## src/rtl/fsm_seq_pkg.sv

```systemverilog
// fsm_seq_pkg: shared state encoding and default sizing for the launch sequencer
package fsm_seq_pkg;
  typedef enum logic [1:0] {IDLE, LAUNCH, WAIT, GAP} state_e;
  localparam int DEPTH_DEF       = 4;
  localparam int REP_W_DEF       = 4;
  localparam int CNT_W_DEF       = 16;
  localparam int TIMEOUT_CYC_DEF = 64;
endpackage

```

## src/rtl/seq_fifo.sv

```systemverilog
// seq_fifo: synchronous DEPTH x W job FIFO with full/empty flags and async reset
module seq_fifo #(
  parameter int DEPTH = 4,
  parameter int W     = 4
) (
  input  logic         clk,
  input  logic         reset,
  input  logic         push_i,
  input  logic         pop_i,
  input  logic [W-1:0] data_i,
  output logic [W-1:0] data_o,
  output logic         full_o,
  output logic         empty_o,
  output logic         empty_nxt_o
);
  localparam int AW = $clog2(DEPTH);
  logic [W-1:0]  mem_q [DEPTH];
  logic [AW-1:0] wr_q, rd_q;
  logic [AW:0]   cnt_q, cnt_d;
  logic          do_push, do_pop;
  assign full_o      = cnt_q == (AW+1)'(DEPTH);
  assign empty_o     = cnt_q == '0;
  assign do_push     = push_i && !full_o;
  assign do_pop      = pop_i && !empty_o;
  assign cnt_d       = cnt_q + (AW+1)'(do_push) - (AW+1)'(do_pop);
  assign empty_nxt_o = cnt_d == '0;
  assign data_o      = mem_q[rd_q];
  // pointers and occupancy; full only clears the cycle after a pop
  always_ff @(posedge clk or posedge reset) begin
    if (reset) begin
      wr_q  <= '0;
      rd_q  <= '0;
      cnt_q <= '0;
    end else begin
      wr_q  <= do_push ? wr_q + AW'(1) : wr_q;
      rd_q  <= do_pop ? rd_q + AW'(1) : rd_q;
      cnt_q <= cnt_d;
    end
  end
  // storage needs no reset: entries are only read once written
  always_ff @(posedge clk) begin
    if (do_push) mem_q[wr_q] <= data_i;
  end
endmodule

```

## src/rtl/fsm_launch_sequencer.sv

```systemverilog
// fsm_launch_sequencer: queues jobs and runs start/done handshakes; FSM_SEQ_TIMEOUT_EN adds a WAIT watchdog
module fsm_launch_sequencer
  import fsm_seq_pkg::*;
#(
  parameter int DEPTH       = DEPTH_DEF,
  parameter int REP_W       = REP_W_DEF,
  parameter int CNT_W       = CNT_W_DEF,
  parameter int TIMEOUT_CYC = TIMEOUT_CYC_DEF
) (
  input  logic             clk,
  input  logic             reset,
  input  logic             req_valid,
  output logic             req_ready,
  input  logic [REP_W-1:0] req_reps,
  output logic             start,
  input  logic             done,
  output logic             busy,
  output logic             job_done,
  output logic [CNT_W-1:0] jobs_completed,
  output logic             timeout_err
);
  state_e           state_q, state_d;
  logic [REP_W-1:0] rem_q, rem_d, head;
  logic [CNT_W-1:0] jc_q;
  logic             start_q, busy_q, job_done_q;
  logic             full, empty, empty_nxt, pop, fin, expire;
  assign req_ready      = !full && !reset;
  assign pop            = state_q == IDLE && !empty;
  assign fin            = state_q == WAIT && done && rem_q == REP_W'(1);
  assign start          = start_q;
  assign busy           = busy_q;
  assign job_done       = job_done_q;
  assign jobs_completed = jc_q;
  seq_fifo #(.DEPTH(DEPTH), .W(REP_W)) u_fifo (
    .clk         (clk),
    .reset       (reset),
    .push_i      (req_valid && req_ready),
    .pop_i       (pop),
    .data_i      (req_reps),
    .data_o      (head),
    .full_o      (full),
    .empty_o     (empty),
    .empty_nxt_o (empty_nxt)
  );
`ifdef FSM_SEQ_TIMEOUT_EN
  localparam int TW = $clog2(TIMEOUT_CYC + 1);
  logic [TW-1:0] wd_q;
  logic          terr_q;
  assign expire      = state_q == WAIT && !done && wd_q == TW'(TIMEOUT_CYC - 1);
  assign timeout_err = terr_q;
  // watchdog counts WAIT cycles from zero on each entry; error is sticky
  always_ff @(posedge clk or posedge reset) begin
    if (reset) begin
      wd_q   <= '0;
      terr_q <= 1'b0;
    end else begin
      wd_q   <= state_q == WAIT ? wd_q + TW'(1) : '0;
      terr_q <= terr_q || expire;
    end
  end
`else
  assign expire      = 1'b0;
  assign timeout_err = 1'b0;
`endif
  // next state and repeat counter; done matters only in WAIT
  always_comb begin
    state_d = state_q;
    rem_d   = rem_q;
    unique case (state_q)
      IDLE: if (!empty) begin
        state_d = LAUNCH;
        rem_d   = head == '0 ? REP_W'(1) : head;
      end
      LAUNCH: state_d = WAIT;
      WAIT: if (done) begin
        state_d = rem_q == REP_W'(1) ? IDLE : GAP;
        rem_d   = rem_q - REP_W'(1);
      end else if (expire) state_d = IDLE;
      GAP: state_d = LAUNCH;
    endcase
  end
  // state plus registered outputs so start/busy/job_done never glitch
  always_ff @(posedge clk or posedge reset) begin
    if (reset) begin
      state_q    <= IDLE;
      rem_q      <= '0;
      start_q    <= 1'b0;
      busy_q     <= 1'b0;
      job_done_q <= 1'b0;
      jc_q       <= '0;
    end else begin
      state_q    <= state_d;
      rem_q      <= rem_d;
      start_q    <= state_d == LAUNCH;
      busy_q     <= state_d != IDLE || !empty_nxt;
      job_done_q <= fin;
      jc_q       <= jc_q + CNT_W'(fin);
    end
  end
endmodule

```

## config.mk

```make
export PLATFORM = sky130hd
export DESIGN_NAME = fsm_launch_sequencer
export DESIGN_NICKNAME = d
export VERILOG_FILES = /design/src/rtl/fsm_seq_pkg.sv /design/src/rtl/seq_fifo.sv /design/src/rtl/fsm_launch_sequencer.sv
export SDC_FILE = /design/constraint.sdc
export NUM_CORES = 1
export LEC_CHECK = 0
export BUFFER_PORTS_ARGS = -buffer_cell sky130_fd_sc_hd__buf_2
export CAP_MARGIN = 15
export CORE_UTILIZATION = 56
export DETAILED_ROUTE_END_ITERATION = 7
export GPL_ROUTABILITY_DRIVEN = 1
export PLACE_DENSITY = 0.85
export SYNTH_ARGS = -nofsm -noshare
export SYNTH_HDL_FRONTEND = slang
export SYNTH_SLANG_ARGS = --single-unit
```

## constraint.sdc

```tcl
create_clock -name clk -period 2.61 [get_ports clk]
set_input_delay 0.522 -clock clk [delete_from_list [all_inputs] [get_ports clk]]
set_output_delay 0.522 -clock clk [all_outputs]
set_load 0.005 [all_outputs]
```

==> results.py, run 1 <==
metrics = {
    "outcome": {
        "status": "finished, final reports clean",
    },
    "die": {
        "pin_count": 29,
        "floorplan.core_area_mm2": 0.00366,
        "rows": 22,
        "dieHeight_um": 63.7,
        "die_w_um": 63.7,
        "dieArea_mm2": 0.00405,
        "start_util": 0.581,
    },
    "clocking": {
        "cts_root_buf": "clkbuf_8",
        "clockBufferDepth": 2,
        "htreeDepth": 2,
        "cts_made_buffers": 5,
        "clock-sinks": 48,
        "cts_hold_buf": 0,
        "cts_tree": "built",
        "clock_latency_ns": 0.30,
        "cts.reportedPaths.clkPinSlew_ns": 0.08,
    },
    "worst_setup_path": {
        "endpoint": "jobs_completed[10]",
        "setup.worst_path.start": "rem_q[1]",
        "worstPathMaxFanout": 5,
        "slowest_delay_ns": 0.42,
        "worstSetupStartpointType": "flip-flop",
        "crit_family": "simple AND/OR/NAND/NOR gates",
        "crit_buf_inv": 1,
        "reg2reg_from": "rem_q[1]",
        "cpMaxStageDelayCell": "or3b_1",
        "rr_endpoint": "jobs_completed[10]",
        "cp_num_cells": 9,
        "cp_common_cell": "ha_1",
        "critPathKind": "reg2reg",
        "crit_chain": "inv_1, ha_1, or3b_1, nor3_2, ha_1, ha_1, nand2_1, nor2_1, xor2_1",
        "arrival_ns": 2.62,
        "cp-end-kind": "flip-flop",
        "required_ns": 2.84,
        "rr_worst_depth": 9,
        "rrSetupSlack_ns": 0.22,
    },
    "sta": {
        "min_period_ns": 2.39,
        "fin_skew_ns": 0.00543,
        "tns_ns": 0,
        "finalSetupViolations": 0,
        "finalHoldViolations": 0,
        "rsz0062_at_grt": "false",
        "slew_viol_final": 0,
        "max_freq_mhz": 419,
        "fin_crit_sh": 0.915,
    },
    "synthesis": {
        "synth.most_common_cell": "dfrtp_1",
        "async_flop_share": 0.667,
        "synth_edf_count": 16,
        "yosysWarnings": 0,
        "netlist_top_cells_area": "dfrtp_1 38%, edfxtp_1 23%, xnor2_1 6.6%",
        "synth.avg_cell_area_um2": 13.1,
        "syn_nets": 181,
        "ys_seq_elements": 48,
        "yosys.area.top_type": "dfrtp_1",
        "syn_inst": 162,
        "synthDistinctLibCells": 36,
        "ys_top_cells_by_count": "32 x dfrtp_1, 16 x edfxtp_1, 16 x xnor2_1",
        "synth_top_area_frac": 0.376,
        "synth_ff_type": "dfrtp_1",
        "synth-seq-area-share": 0.602,
        "netlist_area_mm2": 0.00213,
    },
    "route": {
        "vias_per_cell": 5.49,
        "drt-initial-drc-count": 84,
        "drc_errors": 0,
        "vias": 1345,
        "drtPass1Iterations": 4,
        "drtAntennaViolNets": 0,
        "wl_per_cell_um": 15.0,
        "drt_wl_total_um": 3670,
    },
    "layout": {
        "final_area_mm2": 0.00240,
        "layout-drive-gt1-share": 0.228,
        "nNetsFinal": 215,
        "area_delta_synth_final_pct": 13.0,
        "antenna-diode-count": 0,
    },
    "global_route": {
        "antenna_found_initial": 0,
        "grt_use_total": 0.219,
        "grt_pass1_vias": 1401,
        "grt_pass1_wl_um": 6500,
        "grt_max_degree": 33,
        "grt-ovfl-total": 0,
    },
    "power_and_ir_drop": {
        "power_leakage_nw": 1.11,
        "power.density_mw_per_mm2": 929,
        "vdd_drop_max_mv": 0.629,
    },
    "placed_design": {
        "hpwl_um": 2760,
        "gp_congestion": 0.828,
        "io_buffers": 27,
        "placed_area_mm2": 0.00232,
    },
    "worst_hold_path": {
        "hold_class": "in2async",
    },
    "job": {
        "drv_cap": 0,
    },
}
==> power breakdown <==
part | switching, W | internal (W)
Sequential | 0.000155 | 0.000946
Clock | 0.000235 | 0.000187
Combinational | 0.000369 | 0.000344
==> per-layer routing <==
metal  vias to the layer above  part of all wire  track usage
li1                        635                 -            -
met1                       661              0.41        0.256
met2                        37              0.52        0.379
met3                        12             0.041       0.0380
met4                         0             0.028        0.119
met5                         -                 0            0
==> cell type report <==
type	instances	area, um2
Clock buffer	7	76.3
Sequential cell	48	1280
Multi-Input combinational cell	97	777
Inverter	15	56.3
Fill cell	309	1260
Timing Repair Buffer	29	150
Tap cell	48	60.1
Clock inverter	1	3.75
==> per-stage QoR <==
step | hold slack [ns] | total power [W] | util | setup WS [ns] | instances
floorplan | 0.453 | 0.00163 | - | 0.374 | 162
global placement | 0.455 | 0.00175 | 0.634 | 0.294 | 237
detailed placement | 0.481 | 0.00184 | 0.634 | 0.152 | 237
CTS | 0.311 | 0.00226 | 0.656 | 0.126 | 245
global route | 0.352 | 0.00240 | 0.657 | 0.0359 | 245
finish | 0.295 | 0.00223 | 0.657 | 0.221 | 245
==> worst min-delay path, delay by kind of cell <==
kind | cells | cell delay (ns)
buffers and inverters | 3 | 0.49
==> repair_timing <==
item,in CTS,in global routing
setup endpoints to repair,0,2
setup buffers,0,0
gates resized for setup,0,1
==> cells by family after synthesis <==
| kind of cell | count (synthesis) | synth area share |
|---|---|---|
| other | 1 | 0.00176 |
| buffers and inverters | 17 | 0.0353 |
| AND/OR/NAND/NOR | 46 | 0.121 |
| multiplexers | 5 | 0.0476 |
| flip-flops | 48 | 0.602 |
| adder cells (fa/ha/maj) | 11 | 0.0682 |
| XOR/XNOR | 19 | 0.0782 |
| AO/OA/AOI/OAI | 15 | 0.0464 |
==> layout by cell type (no fill, tap or decap), types with 2 or more instances in the layout <==
master / count
and3_1: 5
buf_4: 2
nand2_1: 3
clkbuf_1: 2
inv_1: 14
clkbuf_8: 5
nor2_1: 11
nor3_1: 3
xor2_1: 3
o21ai_0: 3
dfrtp_1: 32
a21oi_1: 7
nand4_1: 4
ha_1: 10
edfxtp_1: 16
mux4_2: 4
xnor2_1: 16
buf_2: 27
nand3_1: 8
and4_1: 2
==> worst min path at each step <==
stage | start | to | slack [ns] | cells past startpoint
2_1_floorplan | rem_q[3] | rem_q[3] | 0.45 | 1
3_3_place_gp | jobs_completed[15] | jobs_completed[15] | 0.45 | 1
3_5_place_dp | jobs_completed[5] | jobs_completed[5] | 0.48 | 1
4_1_cts | reset | u_fifo.rd_q[1] | 0.31 | 3
5_1_grt | reset | u_fifo.rd_q[1] | 0.35 | 3
6_report | reset | u_fifo.wr_q[0] | 0.29 | 3
==> registers in the layout, indices dropped and copies added (netlist names) <==
register        count
rem_q               4
u_fifo.mem_q       16
u_fifo.cnt_q        3
state_q             2
u_fifo.wr_q         2
jobs_completed     16
start               1
u_fifo.rd_q         2
job_done            1
busy                1
Power figures use the tool's default switching activity.
==> inputs of run 2 (changes only) <==
Settings changed: REMOVE_ABC_BUFFERS set to 1.
==> run 2 against run 1 <==
Count of clock-buffer cells in the layout did not move. Non-clock buffer count is the same. Utilization increased by 0.34 points. Clock power decreased by 2%. Register-to-register slack about the same. Fmax is 0.35% higher.
==> results.py, run 2 (synthesis results as in run 1) <==
metrics = {
    "route": {
        "vias": 1322,
        "drt-initial-drc-count": 91,
        "wl_per_cell_um": 15.1,
        "drtPass1Iterations": 4,
        "vias_per_cell": 5.40,
        "drt_wl_total_um": 3690,
        "drc_errors": 0,
        "drtAntennaViolNets": 0,
    },
    "die": {
        "start_util": 0.581,
        "floorplan.core_area_mm2": 0.00366,
        "pin_count": 29,
        "rows": 22,
        "dieHeight_um": 63.7,
        "die_w_um": 63.7,
        "dieArea_mm2": 0.00405,
    },
    "global_route": {
        "grt-ovfl-total": 0,
        "grt_pass1_vias": 1437,
        "grt_max_degree": 33,
        "grt_use_total": 0.213,
        "antenna_found_initial": 0,
        "grt_pass1_wl_um": 6430,
    },
    "clocking": {
        "cts_resized": 0,
        "cts_hold_buf": 0,
        "post_cts_buffers": 0,
        "clock_latency_ns": 0.29,
        "clockBufferDepth": 2,
        "cts_made_buffers": 5,
        "clock-sinks": 48,
        "htreeDepth": 2,
        "cts_root_buf": "clkbuf_8",
        "cts_tree": "built",
        "cts.reportedPaths.clkPinSlew_ns": 0.08,
    },
    "layout": {
        "antenna-diode-count": 0,
        "final_area_mm2": 0.00242,
        "layout.cells.most_common_list": "32 x dfrtp_1, 27 x buf_2, 16 x edfxtp_1, 15 x xnor2_1, 14 x inv_1",
        "area_delta_synth_final_pct": 13.6,
        "nNetsFinal": 215,
        "layout-drive-gt1-share": 0.239,
        "layout.cells.most_common": "dfrtp_1",
    },
    "worst_setup_path": {
        "worstSetupStartpointType": "flip-flop",
        "required_ns": 2.77,
        "rrSetupSlack_ns": 0.23,
        "worstPathMaxFanout": 6,
        "critPathKind": "reg2reg",
        "cp-end-kind": "flip-flop",
        "arrival_ns": 2.54,
    },
    "placed_design": {
        "gp_congestion": 0.948,
        "placed_area_mm2": 0.00232,
        "hpwl_um": 2850,
        "io_buffers": 27,
    },
    "sta": {
        "worst_hold_slack_ns": 0.303,
        "tns_ns": 0,
        "max_freq_mhz": 420,
        "min_period_ns": 2.38,
        "rsz0062_at_grt": "false",
        "fin_crit_sh": 0.912,
        "finalSetupViolations": 0,
        "fin_skew_ns": 0.00913,
        "finalHoldViolations": 0,
        "slew_viol_final": 0,
    },
    "power_and_ir_drop": {
        "vdd_drop_max_mv": 0.785,
        "power_leakage_nw": 1.12,
        "totalPowerFinal_w": 0.00226,
        "power.density_mw_per_mm2": 936,
    },
    "worst_hold_path": {
        "hold_class": "in2async",
    },
    "job": {
        "drv_cap": 0,
    },
    "outcome": {
        "status": "finished, final reports clean",
    },
}
[run 2: cell count changes in the layout (fill, tap and decap cells not counted)]
cell and delta:
xnor2_2 +1, or3_4 +1, or3_1 -1, xnor2_1 -1
[run 2: worst max-delay path, cell delays in order, from the launching register on]
cell	delay, ns
dfrtp_1	0.43
or3_4	0.44
inv_2	0.11
ha_1	0.13
inv_1	0.04
ha_1	0.19
fa_1	0.41
xnor2_2	0.15
xnor2_1	0.15
nor3_2	0.11
nand3b_1	0.09
[run 2: layout make-up]
cell class	count	area [um2]
multi-input combinational	97	790
clock buffer	7	76.3
tap	48	60.1
timing repair buffer	29	150
inverter	15	56.3
clock inverter	1	3.75
fill	273	1240
sequential	48	1280
[run 2: worst paths after layout]
check	start	endpoint	depth (start not counted)
setup / recovery	state_q[0]	busy	10
hold / removal	reset	u_fifo.wr_q[1]	3
setup reg to reg	state_q[0]	busy	10
hold reg to reg	jobs_completed[15]	jobs_completed[15]	1
max in group asynchronous	reset	rem_q[0]	3
min in group clk	req_reps[1]	u_fifo.mem_q[3][1]	1
[run 2: metal layers]
metal / track usage / share of wire / vias to the layer above
met5: 0 / 0 / -
met4: 0.0682 / 0.011 / 0
met3: 0.0707 / 0.047 / 6
met2: 0.388 / 0.55 / 37
met1: 0.230 / 0.39 / 644
li1: - / - / 635
[run 2: per-stage QoR]
step | worst slack [ns] | util | std cells
after floorplan | 0.374 | - | 160
after global placement | 0.193 | 0.634 | 237
after detailed placement | 0.145 | 0.634 | 237
after CTS | 0.134 | 0.656 | 245
after global routing | 0.0143 | 0.660 | 245
final | 0.230 | 0.660 | 245
[run 2: report_power, final]
| group | total, W | switching (W) | internal, W |
|---|---|---|---|
| Clock | 0.000413 | 0.000227 | 0.000187 |
| Sequential | 0.00110 | 0.000159 | 0.000945 |
| Combinational | 0.000744 | 0.000378 | 0.000366 |
| Total | 0.00226 | 0.000764 | 0.00150 |
